File: src/rtl/cobs_cmd_decoder.sv
// Streaming COBS decoder with a mode/address/data command parser that produces
// addressed byte writes toward the VRAM write path. Bytes are handled one per accepted input.
module cobs_cmd_decoder #(
    parameter int          ADDR_W    = 16,
    parameter logic [7:0]  MODE_DATA = 8'h01,
    parameter logic [7:0]  MODE_ADDR = 8'h02
) (
    input  logic              clk,
    input  logic              rst,
    input  logic              in_valid,
    input  logic [7:0]        in_data,
    output logic              in_ready,
    output logic              wr_valid,
    output logic [ADDR_W-1:0] wr_addr,
    output logic [7:0]        wr_data,
    input  logic              wr_ready,
    output logic              frame_done,
    output logic              frame_err,
    output logic [ADDR_W-1:0] cur_addr
);

    typedef enum logic {
        C_CODE,
        C_LIT
    } cobs_state_t;

    typedef enum logic [2:0] {
        P_MODE,
        P_DATA,
        P_ADDR_LO,
        P_ADDR_HI,
        P_IGNORE
    } parse_state_t;

    cobs_state_t       cobs_q, cobs_d;
    parse_state_t      parse_q, parse_d;
    logic [7:0]        cnt_q, cnt_d;
    logic              zero_after_q, zero_after_d;
    logic              pending_zero_q, pending_zero_d;
    logic              nonempty_q, nonempty_d;
    logic [7:0]        addr_lo_q, addr_lo_d;
    logic [ADDR_W-1:0] cur_addr_q, cur_addr_d;
    logic              wr_valid_q, wr_valid_d;
    logic [ADDR_W-1:0] wr_addr_q, wr_addr_d;
    logic [7:0]        wr_data_q, wr_data_d;
    logic              frame_done_q, frame_done_d;
    logic              frame_err_q, frame_err_d;

    logic              accept;
    logic              dec_valid;
    logic [7:0]        dec_byte;
    logic [15:0]       addr_full;

    assign in_ready   = !wr_valid_q || wr_ready;
    assign accept     = in_valid && in_ready;
    assign addr_full  = {dec_byte, addr_lo_q};

    assign wr_valid   = wr_valid_q;
    assign wr_addr    = wr_addr_q;
    assign wr_data    = wr_data_q;
    assign frame_done = frame_done_q;
    assign frame_err  = frame_err_q;
    assign cur_addr   = cur_addr_q;

    // COBS layer: at most one decoded byte per accepted input byte.
    always_comb begin
        cobs_d         = cobs_q;
        cnt_d          = cnt_q;
        zero_after_d   = zero_after_q;
        pending_zero_d = pending_zero_q;
        frame_done_d   = 1'b0;
        frame_err_d    = 1'b0;
        dec_valid      = 1'b0;
        dec_byte       = 8'h00;
        if (accept) begin
            case (cobs_q)
                C_CODE: begin
                    if (in_data == 8'h00) begin
                        frame_done_d   = nonempty_q;
                        pending_zero_d = 1'b0;
                    end else begin
                        dec_valid    = pending_zero_q;
                        cnt_d        = in_data - 8'd1;
                        zero_after_d = (in_data != 8'hFF);
                        if (in_data == 8'h01) begin
                            pending_zero_d = 1'b1;
                        end else begin
                            pending_zero_d = 1'b0;
                            cobs_d         = C_LIT;
                        end
                    end
                end
                default: begin
                    if (in_data == 8'h00) begin
                        frame_err_d    = 1'b1;
                        pending_zero_d = 1'b0;
                        cobs_d         = C_CODE;
                    end else begin
                        dec_valid = 1'b1;
                        dec_byte  = in_data;
                        cnt_d     = cnt_q - 8'd1;
                        if (cnt_q == 8'd1) begin
                            cobs_d         = C_CODE;
                            pending_zero_d = zero_after_q;
                        end
                    end
                end
            endcase
        end
    end

    // Parser and write request register; a new write only arrives when the slot is free.
    always_comb begin
        parse_d    = parse_q;
        nonempty_d = nonempty_q;
        addr_lo_d  = addr_lo_q;
        cur_addr_d = cur_addr_q;
        wr_valid_d = wr_valid_q && !wr_ready;
        wr_addr_d  = wr_addr_q;
        wr_data_d  = wr_data_q;
        if (frame_done_d || frame_err_d || (accept && cobs_q == C_CODE && in_data == 8'h00)) begin
            parse_d    = P_MODE;
            nonempty_d = 1'b0;
        end
        if (dec_valid) begin
            nonempty_d = 1'b1;
            case (parse_q)
                P_MODE: begin
                    if (dec_byte == MODE_DATA) begin
                        parse_d = P_DATA;
                    end else if (dec_byte == MODE_ADDR) begin
                        parse_d = P_ADDR_LO;
                    end else begin
                        parse_d = P_IGNORE;
                    end
                end
                P_DATA: begin
                    wr_valid_d = 1'b1;
                    wr_addr_d  = cur_addr_q;
                    wr_data_d  = dec_byte;
                    cur_addr_d = cur_addr_q + 1'b1;
                end
                P_ADDR_LO: begin
                    addr_lo_d = dec_byte;
                    parse_d   = P_ADDR_HI;
                end
                P_ADDR_HI: begin
                    cur_addr_d = addr_full[ADDR_W-1:0];
                    parse_d    = P_ADDR_LO;
                end
                default: begin
                    parse_d = P_IGNORE;
                end
            endcase
        end
    end

    always_ff @(posedge clk or posedge rst) begin
        if (rst) begin
            cobs_q         <= C_CODE;
            parse_q        <= P_MODE;
            cnt_q          <= 8'h00;
            zero_after_q   <= 1'b0;
            pending_zero_q <= 1'b0;
            nonempty_q     <= 1'b0;
            addr_lo_q      <= 8'h00;
            cur_addr_q     <= '0;
            wr_valid_q     <= 1'b0;
            wr_addr_q      <= '0;
            wr_data_q      <= 8'h00;
            frame_done_q   <= 1'b0;
            frame_err_q    <= 1'b0;
        end else begin
            cobs_q         <= cobs_d;
            parse_q        <= parse_d;
            cnt_q          <= cnt_d;
            zero_after_q   <= zero_after_d;
            pending_zero_q <= pending_zero_d;
            nonempty_q     <= nonempty_d;
            addr_lo_q      <= addr_lo_d;
            cur_addr_q     <= cur_addr_d;
            wr_valid_q     <= wr_valid_d;
            wr_addr_q      <= wr_addr_d;
            wr_data_q      <= wr_data_d;
            frame_done_q   <= frame_done_d;
            frame_err_q    <= frame_err_d;
        end
    end

endmodule

File: config.mk
export PLATFORM = sky130hd
export DESIGN_NAME = cobs_cmd_decoder
export DESIGN_NICKNAME = d
export VERILOG_FILES = /design/src/rtl/cobs_cmd_decoder.sv
export SDC_FILE = /design/constraint.sdc
export NUM_CORES = 1
export LEC_CHECK = 0
export ABC_AREA = 1
export BUFFER_PORTS_ARGS = -buffer_cell sky130_fd_sc_hd__buf_4
export CORE_MARGIN = 2
export CORE_UTILIZATION = 43
export CTS_CLUSTER_SIZE = 24
export DETAILED_ROUTE_END_ITERATION = 8
export PLACE_DENSITY_LB_ADDON = 0.1
export SYNTH_ARGS = -nofsm -noshare
export SYNTH_HDL_FRONTEND = slang
export SYNTH_SLANG_ARGS = --single-unit
File: constraint.sdc
create_clock -name clk -period 2.2 [get_ports clk]
set_input_delay 0.33 -clock clk [delete_from_list [all_inputs] [get_ports clk]]
set_output_delay 0.33 -clock clk [all_outputs]
set_load 0.02 [all_outputs]
=== Yosys cells after proc, flatten, opt, wreduce, memory -nomap -nowiden ===
Cells that the tools add are included.

* Shift operators: 0
* Bitwise logic cells: 2
* Reductions and logical operators: 19
* Equality and inequality tests: 9
* Multipliers: 0
* Muxes and demuxes: 36
* Magnitude comparators: 0
* Divide/modulo/power cells: 0
* Add/subtract/negate cells: 3

{| class="wikitable"
|+ Operators with widths
! kind !! number
|-
| $mux W8 || 6
|-
| $pmux W16 S2 || 1
|-
| $eq A8 B1 Y1 const B || 3
|-
| $mux W1 || 24
|-
| $add A16 B1 Y16 const B || 1
|-
| $sub A8 B1 Y8 const B || 2
|-
| $mux W3 || 4
|-
| $pmux W3 S4 || 1
|-
| $reduce_and A2 Y1 || 5
|-
| $eq A8 B2 Y1 const B || 1
|-
| $logic_not A8 Y1 || 1
|-
| $ne A8 B8 Y1 const B || 1
|-
| $eq A3 B2 Y1 const B || 2
|-
| $logic_and A1 B1 Y1 || 4
|-
| $reduce_bool A2 Y1 || 2
|-
| $eq A3 B1 Y1 const B || 1
|-
| $logic_not A3 Y1 || 1
|-
| $logic_or A1 B1 Y1 || 3
|-
| $ne A3 B1 Y1 const B || 1
|-
| $reduce_and A3 Y1 || 1
|-
| $logic_not A1 Y1 || 2
|-
| $not A1 Y1 || 2
|}

* Memories kept: 0
* Word-level logic and storage cells: 82
* Bits in registers: 66
* Memory bits (read-only): 0
* Output and inout port bits: 44
* Memory bits (writable): 0
* Bits in latches: 0

=== Logic depth before layout (Yosys ltp) ===
Gate-level depths: netlist (run 1).

* Depth after elaboration: 9
* Gate-level depth with buffers: 12

=== Least setup slack after synthesis (run 1) ===
OpenSTA, ideal clock, no wires.

* Kind: reg2reg
* Start point: reg cur_addr_q[1], in the netlist cur_addr[1]
* End point: reg cur_addr_q[12], in the netlist cur_addr[12]
* Setup time: 0.117 ns
* Setup slack: 0.492 ns
* Arrival: 1.591 ns
* Clock period less this slack: 1.708 ns
* Buffers on the path: 0
* Cell stages (with the launch flop): 11
* Required time: 2.083 ns
* Cells stage by stage: dfrtp_1 -> ha_1 -> nand3_1 -> nor2_1 -> nand2_1 -> nor2_1 -> nand2_1 -> nand2_1 -> nand3_1 -> nand2_1 -> nand2_1

* Longest elaborated chain between the ends: 2

{| class="wikitable"
|+ RTL lines
! item !! RTL line !! RTL
|-
| start: declaration || 42 || <nowiki>logic [ADDR_W-1:0] cur_addr_q, cur_addr_d;</nowiki>
|-
| start signal: assignment || 181 || <nowiki>cur_addr_q <= cur_addr_d;</nowiki>
|-
| $add A16 B1 Y16 || 141 || <nowiki>cur_addr_d = cur_addr_q + 1'b1;</nowiki>
|-
| $pmux W16 S2 || 127 || <nowiki>case (parse_q)</nowiki>
|}

Every way passes these cells.
A chain may end at the register's enable or synchronous reset.

=== Worst setup path in the final report (run 1) ===
* Start point: reg cur_addr_q[1], in the netlist cur_addr[1]
* End point: reg cur_addr_q[8], in the netlist cur_addr[8]

The elaborated chain is that of the path after synthesis.

==> impl_metrics.toml, run 1 <==
[worst_hold_path]
hp-class = "input pin to asynchronous set/reset pin"

[yosys]
synth_top_area_share_pct = 43.6
synth-edff-count = 0
postSynthCellCount = 478
synth_nets = 497
yosysSeqAreaShare_pct = 43.6
synth_warnings = 0
synth_top_area_cell = "dfrtp_1"
synth-seq-cells = 66
syn_area_per_cell_um2 = 7.93
ys_async_sr_fraction_pct = 100
netlist_area_um2 = 3790
synthFlopType = "dfrtp_1"
ys_types = 35
synth.area.top_cells = "dfrtp_1 (44%), nand2_1 (14%), o21ai_2 (6.9%), nand3_1 (5.0%), inv_1 (4.7%)"

[cts]
clock_path_buffers = 2
hold_buffers = 0
cts_made_buffers = 9
cts-root-buf = "clkbuf_8"
cts_setup_buffers = 0
numClockSinks = 66
clk_latency_ps = 350
post_cts_resized = 0
cts_tree = "built"
clkTransAtPathRegs_ps = 80
cts.htree.levels = 3

[global_route]
grt-ovfl-total = 0
antenna_found_initial = 0
grt_pass1_vias = 3312
grt_max_degree = 67
grt.total_usage_pct = 20.5
grt_pass1_wl_um = 16000

[cells_and_area]
nets = 556
ff_latch_area_um2 = 1650
finish.instance_area_um2 = 4500
multi_input_area_um2 = 1840
diodes = 0
nFillCells = 855
drive_above_1_share_pct = 23.8
syn2layout_area_growth_pct = 18.9

[floorplanning]
start_util_pct = 43.9
fp.dieArea_um2 = 9580
rows = 34
coreArea_um2 = 8640
dieHeight_um = 97.9
num_io_pins = 56
dieWidth_um = 97.9

[setup_path]
path_class = "register to register"
worstSetupEndpoint = "cur_addr[8]$_DFFE_PP0P_"
cp_common_cell = "nand3_1"
critPathLaunch = "cur_addr[1]$_DFFE_PP0P_"
start_kind = "register"
cp_slowest_stage_delay_ps = 470
r2r_start = "cur_addr[1]$_DFFE_PP0P_"
arrival_ps = 2000
reg2reg_depth = 9
crit_fanout = 6
worstSetupPathDepth = 9
crit_chain = "ha_1 > nand3_1 > nor2_1 > buf_4 > nand3_1 > nand3_1 > o21ai_0 > nand2_1 > o21ai_0"
r2r-end = "cur_addr[8]$_DFFE_PP0P_"
path_buf_inv = 1
critPathSlowestCell = "dfrtp_1"
crit_required_ps = 2420
setup.worst_path.end_class = "register"
r2r_setup_slack_ps = 420
cpLargestDelayFamily = "simple AND/OR/NAND/NOR gates"

[timing]
rsz0062_at_grt = "false"
finalCriticalPeriod_ps = 1780
finalHoldViolCount = 0
setup_viol_count_final = 0
fin_skew_ps = 11.7
report.final.slew_viol_count = 0
slew_headroom_pct = 68.9
max_freq_ghz = 0.561
tightest_slew_ps = 463
tns_ps = 0
finalCritPeriodShare_pct = 81.0

[power]
leakage_nw = 2.31
powerDensity_nw_per_um2 = 746
ir_worst_vdd_uv = 631

[route]
drtIter0Drc = 154
vias = 3281
remaining_drc_errors = 0
wl_per_cell_um = 13.9
vias_per_cell = 5.06
firstDrtPassIters = 4
wirelength_um = 9040
ant_nets = 0

[place]
placed_area_um2 = 4300
gp_congestion = 0.857
dp_hpwl_um = 6680
portBuffers = 55

[status]
outcome = "complete, no violations"

[run]
max_cap_viol_count = 0
[cells in the final DEF (no fill, tap or decap)]
cell type,n
clkinv_2,1
nor2_4,3
ha_1,7
dfrtp_1,66
inv_1,46
nor3b_1,1
o21ai_0,30
buf_4,60
a21oi_1,10
o21ai_2,30
nor4_1,1
nand3_1,38
clkbuf_8,12
clkinv_1,2
nand2_2,9
nand2_1,145
buf_12,2
o211ai_1,4
nor2_8,2
clkbuf_1,1
nor3_1,9
inv_2,2
nor2_1,32
nand2_4,3
o22ai_1,1
mux2i_1,3
or2_2,1
nor2_2,2
a21boi_0,1
nand3_2,1
o21ai_1,1
a31oi_1,1
xor2_1,5
bufinv_16,1
nand4_1,8
[worst reg2reg max path: stages (launching register included)]
cell,delay [ps]
dfrtp_1,470
ha_1,240
nand3_1,170
nor2_1,200
buf_4,170
nand3_1,70
nand3_1,90
o21ai_0,90
nand2_1,70
o21ai_0,80
[layer usage]
metal | vias up | GRT usage (%) | share of wire (%)
met5 | - | 0 | 0
met4 | 0 | 6.20 | 1.4
met3 | 12 | 4.65 | 5.0
met2 | 74 | 33.6 | 47
met1 | 1533 | 27.3 | 46
li1 | 1662 | - | -
[power breakdown]
| group | internal (mW) | switching [mW] |
|---|---|---|
| combinational | 0.290 | 0.566 |
| clock | 0.609 | 0.465 |
| sequential | 1.34 | 0.0907 |
| total | 2.24 | 1.12 |
[logic make-up after synthesis]
logic type               Yosys count  synth area share, %
multiplexers                       3                0.792
AO/OA/AOI/OAI                     78                 13.7
XOR/XNOR                           5                 1.16
flip-flops                        66                 43.6
adder cells (fa/ha/maj)            7                 2.31
AND/OR/NAND/NOR                  255                 30.5
buffers and inverters             64                 7.99
[sequential cells by signal, indices dropped and copies added (netlist names)]
name            cells
cobs_q              1
frame_err           1
wr_addr            16
zero_after_q        1
frame_done          1
addr_lo_q           8
parse_q             3
cnt_q               8
nonempty_q          1
pending_zero_q      1
wr_valid            1
wr_data             8
cur_addr           16
[worst min-delay path by stage]
stage | from | endpoint | slack [ps] | depth (start not counted)
CTS | rst | wr_addr[6]$_DFFE_PP0P_ | 60 | 3
detailed placement | rst | wr_addr[6]$_DFFE_PP0P_ | 440 | 3
global placement | rst | wr_addr[3]$_DFFE_PP0P_ | 440 | 3
floorplan | pending_zero_q$_DFFE_PP0P_ | pending_zero_q$_DFFE_PP0P_ | 440 | 2
global route | rst | wr_addr[8]$_DFFE_PP0P_ | 80 | 3
finish | rst | wr_addr[6]$_DFFE_PP0P_ | 40 | 3
[cell type report]
type	instances	area share (%)
clock buffers	13	3.75
clock inverters	2	0.778
inverters	50	4.17
multi-input cells	348	40.7
flip-flops and latches	66	36.7
well taps	108	3.00
repair buffers	62	10.9
[synth_stat cells, types with 3 or more instances]
cell      count
buf_6         4
nand2_4       3
a21oi_1      10
buf_2         4
inv_1        47
xor2_1        5
mux2i_1       3
buf_4         3
nand4_1       8
nand2_2       9
nor2_1       32
nor3_1        9
dfrtp_1      66
o21ai_2      30
nand3_1      38
o211ai_1      4
o21ai_0      30
nor2_4        3
ha_1          7
nand2_1     145
[stage by stage]
stage / worst slack [ps] / hold slack [ps] / instances / utilization, % / power, mW
final: 417 / 39.6 / 649 / 52.2 / 3.36
after detailed placement: 269 / 445 / 634 / 49.8 / 2.31
after floorplan: 215 / 443 / 478 / - / 2.06
after CTS: 414 / 60.6 / 649 / 52.2 / 3.39
after global placement: 298 / 441 / 634 / 49.8 / 2.29
after global routing: 205 / 83.9 / 649 / 52.2 / 3.59
Power figures use the tool's default switching activity.
==> run 2: changes to the inputs <==
==> constraint.sdc (replaced) <==
create_clock -name clk -period 1.5 [get_ports clk]
set_input_delay 0.225 -clock clk [delete_from_list [all_inputs] [get_ports clk]]
set_output_delay 0.225 -clock clk [all_outputs]
set_load 0.02 [all_outputs]
==> impl_metrics.toml, run 2 (synthesized netlist as in run 1, its figures left out) <==
[timing]
tightest_slew_ps = 345
finalCriticalPeriod_ps = 1440
rsz0062_at_grt = "true"
finalHoldViolCount = 0
slew_headroom_pct = 76.8
max_freq_ghz = 0.696
report.final.slew_viol_count = 0
finalCritPeriodShare_pct = 95.8
setup_viol_count_final = 0
fin_skew_ps = 8.88

[status]
outcome = "complete, no violations"

[setup_path]
cp_slowest_stage_delay_ps = 390
r2r_start = "cur_addr[0]$_DFFE_PP0P_"
critPathLaunch = "cur_addr[0]$_DFFE_PP0P_"
crit_fanout = 4
cp_common_cell = "nand2_1"
crit_chain = "ha_4 > nand3_2 > nor2_4 > nand2_4 > nor2_4 > nand2_1 > nand2_1 > nand3_1 > nand2_1 > nand2_1"
path_class = "register to register"
setup.worst_path.end_class = "register"
start_kind = "register"
arrival_ps = 1670
critPathSlowestCell = "dfrtp_2"
crit_required_ps = 1730

[global_route]
grt.busiest_layer = "met2"
antenna_found_initial = 0
grt_pass1_wl_um = 15700
grt_use_met1_pct = 27.9
grt_util_met2_pct = 32.9
grt_pass1_vias = 3250
groute.layer.met3.usage_pct = 3.72
grt.total_usage_pct = 20.4
grt-ovfl-total = 0
grt_max_degree = 67

[cts]
numClockSinks = 66
clock_path_buffers = 2
cts-root-buf = "clkbuf_8"
clkTransAtPathRegs_ps = 70
clk_latency_ps = 340
cts_made_buffers = 9
cts_tree = "built"
cts.htree.levels = 3

[cells_and_area]
syn2layout_area_growth_pct = 30.1
diodes = 0
layout_commonest_cell = "nand2_1"
nets = 596
fin_util_pct = 57.1
finish.instance_area_um2 = 4930
layout_common_cells = "nand2_1 (142), buf_4 (92), dfrtp_1 (60)"
drive_above_1_share_pct = 33.9

[power]
leakage_nw = 2.52
combPwrFrac_pct = 29.1
powerDensity_nw_per_um2 = 1020
seq_power_share_pct = 41.9
ir_worst_vdd_uv = 699
p_int_mw = 3.31
clockPowerShare_pct = 29.0
netSwitchingFraction_pct = 33.9
power_switching_mw = 1.70

[floorplanning]
start_util_pct = 43.9
rows = 34
num_io_pins = 56
fp.dieArea_um2 = 9580
coreArea_um2 = 8640
dieHeight_um = 97.9
dieWidth_um = 97.9

[place]
dp_hpwl_um = 6920
placed_area_um2 = 4640
portBuffers = 55
gp_congestion = 0.930

[route]
vias_per_cell = 4.92
drtIter0Drc = 160
vias = 3391
firstDrtPassIters = 5
ant_nets = 0
remaining_drc_errors = 0
wl_per_cell_um = 13.6
wirelength_um = 9400

[worst_hold_path]
hp-class = "input pin to register"
hp-start = "wr_ready"

[run]
max_cap_viol_count = 0
## run 2: changes by cell type in the layout (fill, tap and decap cells not counted), moves of 3 or more
| cell | delta |
|---|---|
| inv_2 | +3 |
| nand2_4 | +3 |
| buf_4 | +32 |
| dfrtp_2 | +6 |
| inv_1 | -4 |
| nand2_1 | -3 |
| nor2_1 | -9 |
| buf_6 | +3 |
| nor2_2 | +7 |
| dfrtp_1 | -6 |
## run 2: critical path: cells and delay by family (launching register included)
family | cells | cell delay, ps
adders and majority gates | 1 | 150
and+or+nand+nor | 9 | 780
DFF | 1 | 390
## run 2: routing by layer
metal | vias to the layer above | share of wire (%) | wire [um]
met3 | 9 | 4.1 | 382
met5 | - | 0 | 0
met1 | 1563 | 47 | 4410
met2 | 72 | 48 | 4500
met4 | 0 | 1.2 | 113
li1 | 1747 | - | -
## run 2: metrics by stage
step                TNS (ps)  total power, mW  hold WS, ps  std cells  worst slack, ps
global route            -188             5.38          220        689            -49.6
CTS                        0             5.02          200        686             2.66
floorplan                  0             3.03          369        478             10.4
detailed placement      -911             3.54          356        670            -78.9
global placement        -405             3.51          354        670            -50.8
finish                     0             5.01          212        689             63.0
## run 2: final timing paths
kind	slack (ps)	to	cells after the start
setup / recovery	60	cur_addr[12]$_DFFE_PP0P_	10
hold / removal	210	wr_valid$_DFF_PP0_	4
setup reg to reg	60	cur_addr[12]$_DFFE_PP0P_	10
hold reg to reg	480	wr_addr[1]$_DFFE_PP0P_	2
max in group asynchronous	660	wr_valid$_DFF_PP0_	4
min in group asynchronous	530	wr_addr[8]$_DFFE_PP0P_	4
## run 2: timing repair
item,4_1_cts,5_1_grt
gates resized for setup,3,27
setup buffers,0,2
endpoints found under the setup margin,9,35
hold buffers,1,0
cloned,0,1
hold endpoints to repair,66,0
pin swaps,0,2
## run 2: power groups by stage
stage | clock network [mW] | logic (mW) | registers (mW)
after global placement | 0 | 1.40 | 2.11
after detailed placement | 0 | 1.42 | 2.11
after floorplan | 0 | 0.900 | 2.13
final | 1.45 | 1.46 | 2.10
after global routing | 1.57 | 1.67 | 2.13
after CTS | 1.50 | 1.43 | 2.09
## run 2: layout make-up
cell class              count  area, um^2
clock buffers              13         179
clock inverters             2        10.0
fillers                   814        3700
inverters                  50         194
multi-input cells         348        1920
flip-flops and latches     66        1660
well taps                 108         135
repair buffers            102         835
==> run 3: changes to the inputs <==
--- a/config.mk
+++ b/config.mk
@@ -12,6 +12,8 @@
 export CTS_CLUSTER_SIZE = 24
 export DETAILED_ROUTE_END_ITERATION = 8
 export PLACE_DENSITY_LB_ADDON = 0.1
+export REMOVE_ABC_BUFFERS = 1
+export SETUP_SLACK_MARGIN = 0.15
 export SYNTH_ARGS = -nofsm -noshare
 export SYNTH_HDL_FRONTEND = slang
 export SYNTH_SLANG_ARGS = --single-unit
==> impl_metrics.toml, run 3 (synthesized netlist as in run 1, its figures left out) <==
[timing]
report.final.slew_viol_count = 0
slew_headroom_pct = 74.7
finalCritPeriodShare_pct = 99.9
rsz0062_at_grt = "true"
fin_skew_ps = 13.1
tightest_slew_ps = 380
finalHoldViolCount = 0
finalCriticalPeriod_ps = 1500
max_freq_ghz = 0.667
setup_viol_count_final = 0
worst_hold_slack_ps = 236

[status]
outcome = "complete, no violations"

[global_route]
grt_pass1_vias = 3601
grt_pass1_wl_um = 17500
grt.total_usage_pct = 22.9
grt-ovfl-total = 0
grt_max_degree = 67
antenna_found_initial = 0

[route]
ant_nets = 0
vias_per_cell = 5.16
firstDrtPassIters = 5
vias = 3707
wl_per_cell_um = 14.9
remaining_drc_errors = 0
drtIter0Drc = 104
wirelength_um = 10700

[setup_path]
critPathLaunch = "cur_addr[0]$_DFFE_PP0P_"
path_class = "register to register"
reg2reg_depth = 10
arrival_ps = 1770
crit_required_ps = 1770
start_kind = "register"
setup.worst_path.end_class = "register"
worstSetupEndpoint = "cur_addr[8]$_DFFE_PP0P_"
r2r_setup_slack_ps = 2
crit_fanout = 3
r2r_start = "cur_addr[0]$_DFFE_PP0P_"
r2r-end = "cur_addr[8]$_DFFE_PP0P_"

[floorplanning]
dieHeight_um = 97.9
num_io_pins = 56
rows = 34
fp.dieArea_um2 = 9580
dieWidth_um = 97.9
start_util_pct = 43.9
coreArea_um2 = 8640

[cells_and_area]
finish.instance_area_um2 = 5660
layout_common_cells = "buf_4 (104), nand2_1 (103), dfrtp_1 (63)"
nFillCells = 731
diodes = 0
layout_commonest_cell = "buf_4"
syn2layout_area_growth_pct = 49.4
nets = 625
multi_input_area_um2 = 2260
ff_latch_area_um2 = 1660
final_cell_count_no_fill = 719
fin_util_pct = 65.6
drive_above_1_share_pct = 46.0

[run]
max_cap_viol_count = 0

[place]
placed_area_um2 = 4670
dp_hpwl_um = 7070
gp_congestion = 0.913
placedCellCount = 682
portBuffers = 55

[cts]
cts_tree = "built"
clkTransAtPathRegs_ps = 80
clk_latency_ps = 350
cts-root-buf = "clkbuf_8"
cts_made_buffers = 9
cts.htree.levels = 3
clock_path_buffers = 2
numClockSinks = 66

[power]
ir_worst_vdd_uv = 691
fin_total_pwr_mw = 5.49
leakage_nw = 2.78
powerDensity_nw_per_um2 = 971

[worst_hold_path]
hp-class = "input pin to register"
-- run 3: layer usage --
layer | track usage (%) | up-vias | share of wire (%)
met4 | 6.30 | 0 | 1.8
met2 | 39.9 | 100 | 52
met3 | 6.01 | 19 | 4.7
met1 | 28.0 | 1777 | 42
met5 | 0 | - | 0
li1 | - | 1811 | -
-- run 3: through the flow --
step	setup WS, ps	TNS [ps]
global placement	-39.5	-50.9
finish	1.59	0
detailed placement	-66.8	-685
floorplan	-536	-43540
CTS	55.8	0
global route	-56.0	-831
-- run 3: how the worst min path moves through the flow --
stage                           from                      end  slack [ps]  cells after the start
after floorplan           in_data[0]     cnt_q[0]$_DFFE_PP0P_         440                      3
after global placement           rst  wr_addr[13]$_DFFE_PP0P_         340                      3
after detailed placement         rst  wr_addr[11]$_DFFE_PP0P_         340                      3
after CTS                   wr_ready       wr_valid$_DFF_PP0_         190                      4
after global routing        in_valid      frame_err$_DFF_PP0_         230                      3
final                       in_valid      frame_err$_DFF_PP0_         240                      3
-- run 3: what timing repair did --
item                                    4_1_cts  5_1_grt
setup buffers                                 9        6
endpoints found under the setup margin       53       66
resized for setup                            66      100
pin swaps                                    13       25
hold endpoints to repair                     66        0
gates cloned                                  3        2
hold buffers                                  1        0
-- run 3: report_power, final --
| part | switching [mW] | total [mW] | internal [mW] |
|---|---|---|---|
| registers | 0.169 | 2.13 | 1.96 |
| clock network | 0.721 | 1.58 | 0.857 |
| logic | 1.02 | 1.78 | 0.765 |
-- run 3: worst max-delay path, cell delays in order (launching register included) --
cell	delay [ps]
dfrtp_1	370
ha_2	220
nand3_4	80
nor2_4	150
nand2_4	90
buf_6	120
nand2_4	40
nand3_2	90
o21ai_1	90
nand2_1	80
o21ai_1	90
-- run 3: final cells by class --
class | count | share of cell area, %
clock inverters | 4 | 0.884
well taps | 108 | 2.39
flip-flops and latches | 66 | 29.2
clock buffers | 12 | 2.74
inverters | 50 | 3.65
multi-input cells | 348 | 40.0
repair buffers | 131 | 21.1
